===== src/rtl/cpu_exec_core.sv =====
// Execution core of the 8-bit single-cycle CPU: decode, 8x8 register file and ALU.
// Outputs are combinational from INSTRUCTION and register state; only the register file is clocked.
module cpu_exec_core (
   input  logic        CLK,
   input  logic        RESET,
   input  logic [31:0] INSTRUCTION,
   input  logic        BUSYWAIT,
   input  logic [7:0]  READ_DATA,
   output logic        READ,
   output logic        WRITE,
   output logic [7:0]  ADDRESS,
   output logic [7:0]  WRITE_DATA,
   output logic        ZERO,
   output logic        BRANCH,
   output logic        JUMP,
   output logic [7:0]  OFFSET
);

   localparam int unsigned DATA_W   = 8;
   localparam int unsigned NUM_REGS = 8;
   localparam int unsigned IDX_W    = 3;

   localparam logic [7:0] OP_LOADI = 8'h00;
   localparam logic [7:0] OP_MOV   = 8'h01;
   localparam logic [7:0] OP_ADD   = 8'h02;
   localparam logic [7:0] OP_SUB   = 8'h03;
   localparam logic [7:0] OP_AND   = 8'h04;
   localparam logic [7:0] OP_OR    = 8'h05;
   localparam logic [7:0] OP_J     = 8'h06;
   localparam logic [7:0] OP_BEQ   = 8'h07;
   localparam logic [7:0] OP_LWD   = 8'h08;
   localparam logic [7:0] OP_LWI   = 8'h09;
   localparam logic [7:0] OP_SWD   = 8'h0A;
   localparam logic [7:0] OP_SWI   = 8'h0B;

   typedef enum logic [2:0] {
      ALU_FWD = 3'b000,
      ALU_ADD = 3'b001,
      ALU_AND = 3'b010,
      ALU_OR  = 3'b011
   } alu_op_e;

   logic [7:0]        opcode;
   logic [IDX_W-1:0]  rd_idx;
   logic [IDX_W-1:0]  rs1_idx;
   logic [IDX_W-1:0]  rs2_idx;
   logic [7:0]        imm;
   logic              unused_field_bits;

   logic [DATA_W-1:0] regs [NUM_REGS];
   logic [DATA_W-1:0] rs1_val;
   logic [DATA_W-1:0] rs2_val;
   logic [DATA_W-1:0] data2;
   logic [DATA_W-1:0] alu_result;
   logic [DATA_W-1:0] wb_data;

   alu_op_e alu_op;
   logic    imm_sel;
   logic    neg_sel;
   logic    wr_en;
   logic    mem_to_reg;

   assign opcode            = INSTRUCTION[31:24];
   assign rd_idx            = INSTRUCTION[18:16];
   assign rs1_idx           = INSTRUCTION[10:8];
   assign rs2_idx           = INSTRUCTION[2:0];
   assign imm               = INSTRUCTION[7:0];
   assign OFFSET            = INSTRUCTION[23:16];
   assign unused_field_bits = &{1'b0, INSTRUCTION[15:11]};

   // Instruction decode; unknown opcodes fall through as NOP.
   always_comb begin
      alu_op     = ALU_FWD;
      imm_sel    = 1'b0;
      neg_sel    = 1'b0;
      wr_en      = 1'b0;
      mem_to_reg = 1'b0;
      READ       = 1'b0;
      WRITE      = 1'b0;
      BRANCH     = 1'b0;
      JUMP       = 1'b0;
      case (opcode)
         OP_LOADI: begin imm_sel = 1'b1; wr_en = 1'b1; end
         OP_MOV:   wr_en = 1'b1;
         OP_ADD:   begin alu_op = ALU_ADD; wr_en = 1'b1; end
         OP_SUB:   begin alu_op = ALU_ADD; neg_sel = 1'b1; wr_en = 1'b1; end
         OP_AND:   begin alu_op = ALU_AND; wr_en = 1'b1; end
         OP_OR:    begin alu_op = ALU_OR;  wr_en = 1'b1; end
         OP_J:     JUMP = 1'b1;
         OP_BEQ:   begin alu_op = ALU_ADD; neg_sel = 1'b1; BRANCH = 1'b1; end
         OP_LWD:   begin READ = 1'b1; wr_en = 1'b1; mem_to_reg = 1'b1; end
         OP_LWI:   begin READ = 1'b1; imm_sel = 1'b1; wr_en = 1'b1; mem_to_reg = 1'b1; end
         OP_SWD:   WRITE = 1'b1;
         OP_SWI:   begin WRITE = 1'b1; imm_sel = 1'b1; end
         default:  ;
      endcase
   end

   assign rs1_val = regs[rs1_idx];
   assign rs2_val = regs[rs2_idx];
   assign data2   = imm_sel ? imm : (neg_sel ? DATA_W'(~rs2_val + DATA_W'(1)) : rs2_val);

   // ALU; the reserved 1xx encodings produce zero.
   always_comb begin
      alu_result = '0;
      case (alu_op)
         ALU_FWD: alu_result = data2;
         ALU_ADD: alu_result = DATA_W'(rs1_val + data2);
         ALU_AND: alu_result = rs1_val & data2;
         ALU_OR:  alu_result = rs1_val | data2;
         default: alu_result = '0;
      endcase
   end

   assign ADDRESS    = alu_result;
   assign WRITE_DATA = rs1_val;
   assign ZERO       = (alu_result == '0);
   assign wb_data    = mem_to_reg ? READ_DATA : alu_result;

   // Register file: asynchronous clear, write held off during a memory stall.
   always_ff @(posedge CLK or posedge RESET) begin
      if (RESET) begin
         for (int i = 0; i < NUM_REGS; i++) regs[i] <= '0;
      end else if (wr_en && !BUSYWAIT) begin
         regs[rd_idx] <= wb_data;
      end
   end

endmodule


===== config.mk =====
export PLATFORM = sky130hd
export DESIGN_NAME = cpu_exec_core
export DESIGN_NICKNAME = d
export VERILOG_FILES = /design/src/rtl/cpu_exec_core.sv
export SDC_FILE = /design/constraint.sdc
export NUM_CORES = 1
export LEC_CHECK = 0
export BUFFER_PORTS_ARGS = -buffer_cell sky130_fd_sc_hd__buf_2
export CORE_MARGIN = 1.5
export CORE_UTILIZATION = 50
export DETAILED_ROUTE_END_ITERATION = 6
export HOLD_SLACK_MARGIN = 0.15
export PLACE_DENSITY = 0.71
export SLEW_MARGIN = 40
export SYNTH_ARGS = -nofsm -noshare
export SYNTH_HDL_FRONTEND = slang
export SYNTH_SLANG_ARGS = --single-unit

===== constraint.sdc =====
create_clock -name CLK -period 7.28 [get_ports CLK]
set_input_delay 1.092 -clock CLK [delete_from_list [all_inputs] [get_ports CLK]]
set_output_delay 1.092 -clock CLK [all_outputs]
set_load 0.005 [all_outputs]

==> flow_metrics.env <==
export IMPL_grt_pass1_vias=3988
export IMPL_p_comb_share_pct=19.0
export IMPL_sw_frac_of_total_pct=27.53
export IMPL_layout_min_cycle_time_ns=6.490
export IMPL_dpl_hpwl_um=9715
export IMPL_dp_slack_ns=0.8934
export IMPL_setup_slack_ns=0.7902
export IMPL_outcome="completed"
export IMPL_htreeDepth=3
export IMPL_setup_viol=0
export IMPL_largest_register="regs"
export IMPL_synth_distinct_cells=65
export IMPL_synth_mux_area_share_pct=28.38
export IMPL_antenna_found_initial=0
export IMPL_cp_data_arrival_time_ns=5.40
export IMPL_crit_chain="buf_2 > nor2b_1 > a22oi_1 > nand3_1 > ha_1 > nor4b_4 > or3_2 > a31oi_4 > inv_1 > ha_1 > a21o_1 > a21oi_1 > o21ai_0 > xor2_1 > a21oi_1 > nand4_1 > nor4_1 > buf_2"
export IMPL_place_gp_congestion=0.9194
export IMPL_switchingPower_mw=0.2341
export IMPL_min_path_type="flop to flop"
export IMPL_synth_top_family_by_area="multiplexers"
export IMPL_vias_per_cell=6.224
export IMPL_drt_wl_total_um=13070
export IMPL_grt_pass1_wl_um=20490
export IMPL_fmax_ghz=0.1541
export IMPL_grt_ovfl_total=0
export IMPL_dr_pass1_iters=5
export IMPL_clk_latency_ns=0.35
export IMPL_ant_nets=0
export IMPL_hold_viol_final=0
export IMPL_synthToLayoutAreaGrowth_pct=9.899
export IMPL_critPathMaxStageDelay_ns=0.51
export IMPL_slew_headroom_pct=47.01
export IMPL_drv_slew=0
export IMPL_p_total_mw=0.8505
export IMPL_yosysTopAreaCell="dfrtp_1"
export IMPL_crit_slowest_cell="or3_2"
export IMPL_cp_required_ns=6.19
export IMPL_synth_seq_area_share_pct=32.32
export IMPL_syn_area_sq_um=4955
export IMPL_cts_clk_slew_worst_paths_ns=0.07
export IMPL_internal_power_mw=0.6164
export IMPL_cts_resized_gates=0
export IMPL_cap_violations=0
export IMPL_worstSetupEndpointType="output pin"
export IMPL_cts_sinks=64
export IMPL_crit_type="input pin to output pin"
export IMPL_drcViolationCount=0
export IMPL_largest_reg_flops=64
export IMPL_fin_nets=572
export IMPL_numCtsBuffers=9
export IMPL_rsz0062_at_grt="no"
export IMPL_cts_setup_buffers=0
export IMPL_dp_cells=633
export IMPL_wire_per_inst_um=20.17
export IMPL_synth_area_leaders="dfrtp_1 32%, mux2_2 12%, mux4_2 10%, mux2i_1 5.7%, ha_1 4.3%"
export IMPL_synth_ff_type="dfrtp_1"
export IMPL_dieArea_sq_um=10520
export IMPL_ios=72
export IMPL_drive_gt1_share_pct=33.79
export IMPL_ys_seq_elements=64
export IMPL_rows=36
export IMPL_clockPowerShare_pct=37.0
export IMPL_cts_hold_buf=0
export IMPL_cts_buffer_depth=2
export IMPL_fin_util_pct=56.23
export IMPL_start_util_pct=51.16
export IMPL_port_buffers=56
export IMPL_grt_max_degree=65
export IMPL_syn_inst=475
export IMPL_cts_root_buffer_cell="clkbuf_8"
export IMPL_ir_worst_vdd_mv=0.1160
export IMPL_leakage_nw=2.676
export IMPL_diodes=0
export IMPL_instances_no_fill=648
export IMPL_seqPwrFrac_pct=44.0
export IMPL_synth_xor_area_share_pct=1.061
export IMPL_synth_edf_count=0
export IMPL_worstMarginPinSlew_ns=0.7728
export IMPL_ys_warn_count=0
export IMPL_synthAdderAreaFrac_pct=4.899
export IMPL_skew_ns=0.007161
export IMPL_setup_tns_ns=0
export IMPL_synth_simple_gate_area_share_pct=14.02
export IMPL_syn_nets=536
export IMPL_cp_start_kind="input pin"
export IMPL_drt_iter0_drc=244
export IMPL_async_reset_ff_share_pct=100.0
export IMPL_powerDensity_nw_per_um2=156.2
export IMPL_vias=4033
export IMPL_track_usage_pct=26.37
export IMPL_period_share_pct=89.15
export IMPL_synth_compound_area_share_pct=13.54
export IMPL_path_max_fanout=14
export IMPL_synth_top_cell_area_share_pct=32.32
export IMPL_reg_top3="regs: 64 flops"
export IMPL_die_y_um=102.5
export IMPL_core_area_sq_um=9684
export IMPL_cts_tree="done"
export IMPL_syn_area_per_cell_sq_um=10.43
export IMPL_die_width_um=102.5
==> routing by layer <==
layer / global-route usage (%) / routed length [um]
met3: 4.136 / 754
met1: 32.94 / 5455
met4: 14.01 / 535
met5: 0 / 0
met2: 44.27 / 6324
==> kinds of logic (layout without fill, tap and decap cells) <==
logic type,after synthesis,after routing
muxes,105,105
buffers and inverters,59,99
DFF,64,64
and+or+nand+nor,130,130
AOI/OAI and AO/OA,92,92
adders and majority gates,19,19
xor gates and xnor gates,6,6
==> cell usage in the layout (no fill, tap or decap), drive strengths merged, types with 10 or more instances in the layout <==
cell,count
nor2,21
o21ai,24
inv,25
a22oi,10
mux2i,28
mux2,55
a21oi,17
nand3,15
buf,59
dfrtp,64
clkbuf,12
mux4,22
ha,17
nand2,44
==> cell type report <==
class                   instances  area, sq um
fillers                       819         4239
multi-input cells             352         3072
flip-flops and latches         64         1602
repair buffers                 59        306.5
well taps                     133        166.4
clock buffers                  12        165.2
inverters                      25        93.84
clock inverters                 3        40.04
==> stage by stage <==
| stage | instance area, sq um | hold slack (ns) |
|---|---|---|
| after floorplan | 4955 | 0.4598 |
| after global placement | 5231 | 0.4752 |
| after detailed placement | 5236 | 0.4906 |
| after CTS | 5441 | 0.5052 |
| after global routing | 5445 | 0.5229 |
| final | 5445 | 0.5025 |
==> synthesized netlist by cell type, types with 7 or more instances <==
| master | count |
|---|---|
| a21oi_1 | 16 |
| a22oi_1 | 9 |
| buf_4 | 9 |
| clkbuf_1 | 13 |
| dfrtp_1 | 64 |
| ha_1 | 17 |
| inv_1 | 25 |
| mux2_2 | 52 |
| mux2i_1 | 28 |
| mux4_2 | 22 |
| nand2_1 | 44 |
| nand3_1 | 15 |
| nor2_1 | 21 |
| nor3_1 | 7 |
| o21ai_0 | 20 |
| o31ai_1 | 8 |
==> power by group through the flow <==
stage                     registers (mW)  logic (mW)  clock network (mW)
after floorplan                    0.378       0.118                   0
after global placement             0.380       0.155                   0
after detailed placement           0.381       0.159                   0
after CTS                          0.374       0.160               0.320
after global routing               0.375       0.178               0.337
final                              0.374       0.162               0.315
==> worst max-delay path: cells and delay by family <==
family,cells,cell delay (ns)
AO/OA/AOI/OAI,6,1.35
buffers and inverters,3,0.54
XOR/XNOR,1,0.17
AND/OR/NAND/NOR,6,1.62
adder cells (fa/ha/maj),2,0.62
==> path summary, 6_finish.rpt <==
path | start | to | slack (ns) | depth (start not counted)
min in group asynchronous | RESET | regs[14] | 0.87 | 3
hold / removal | regs[51] | regs[51] | 0.50 | 2
setup / recovery | INSTRUCTION[1] | ZERO | 0.79 | 18
hold reg to reg | regs[51] | regs[51] | 0.50 | 2
setup reg to reg | regs[0] | regs[46] | 2.99 | 15
max in group asynchronous | RESET | regs[27] | 5.99 | 3
(Power assumes the default switching activity.)
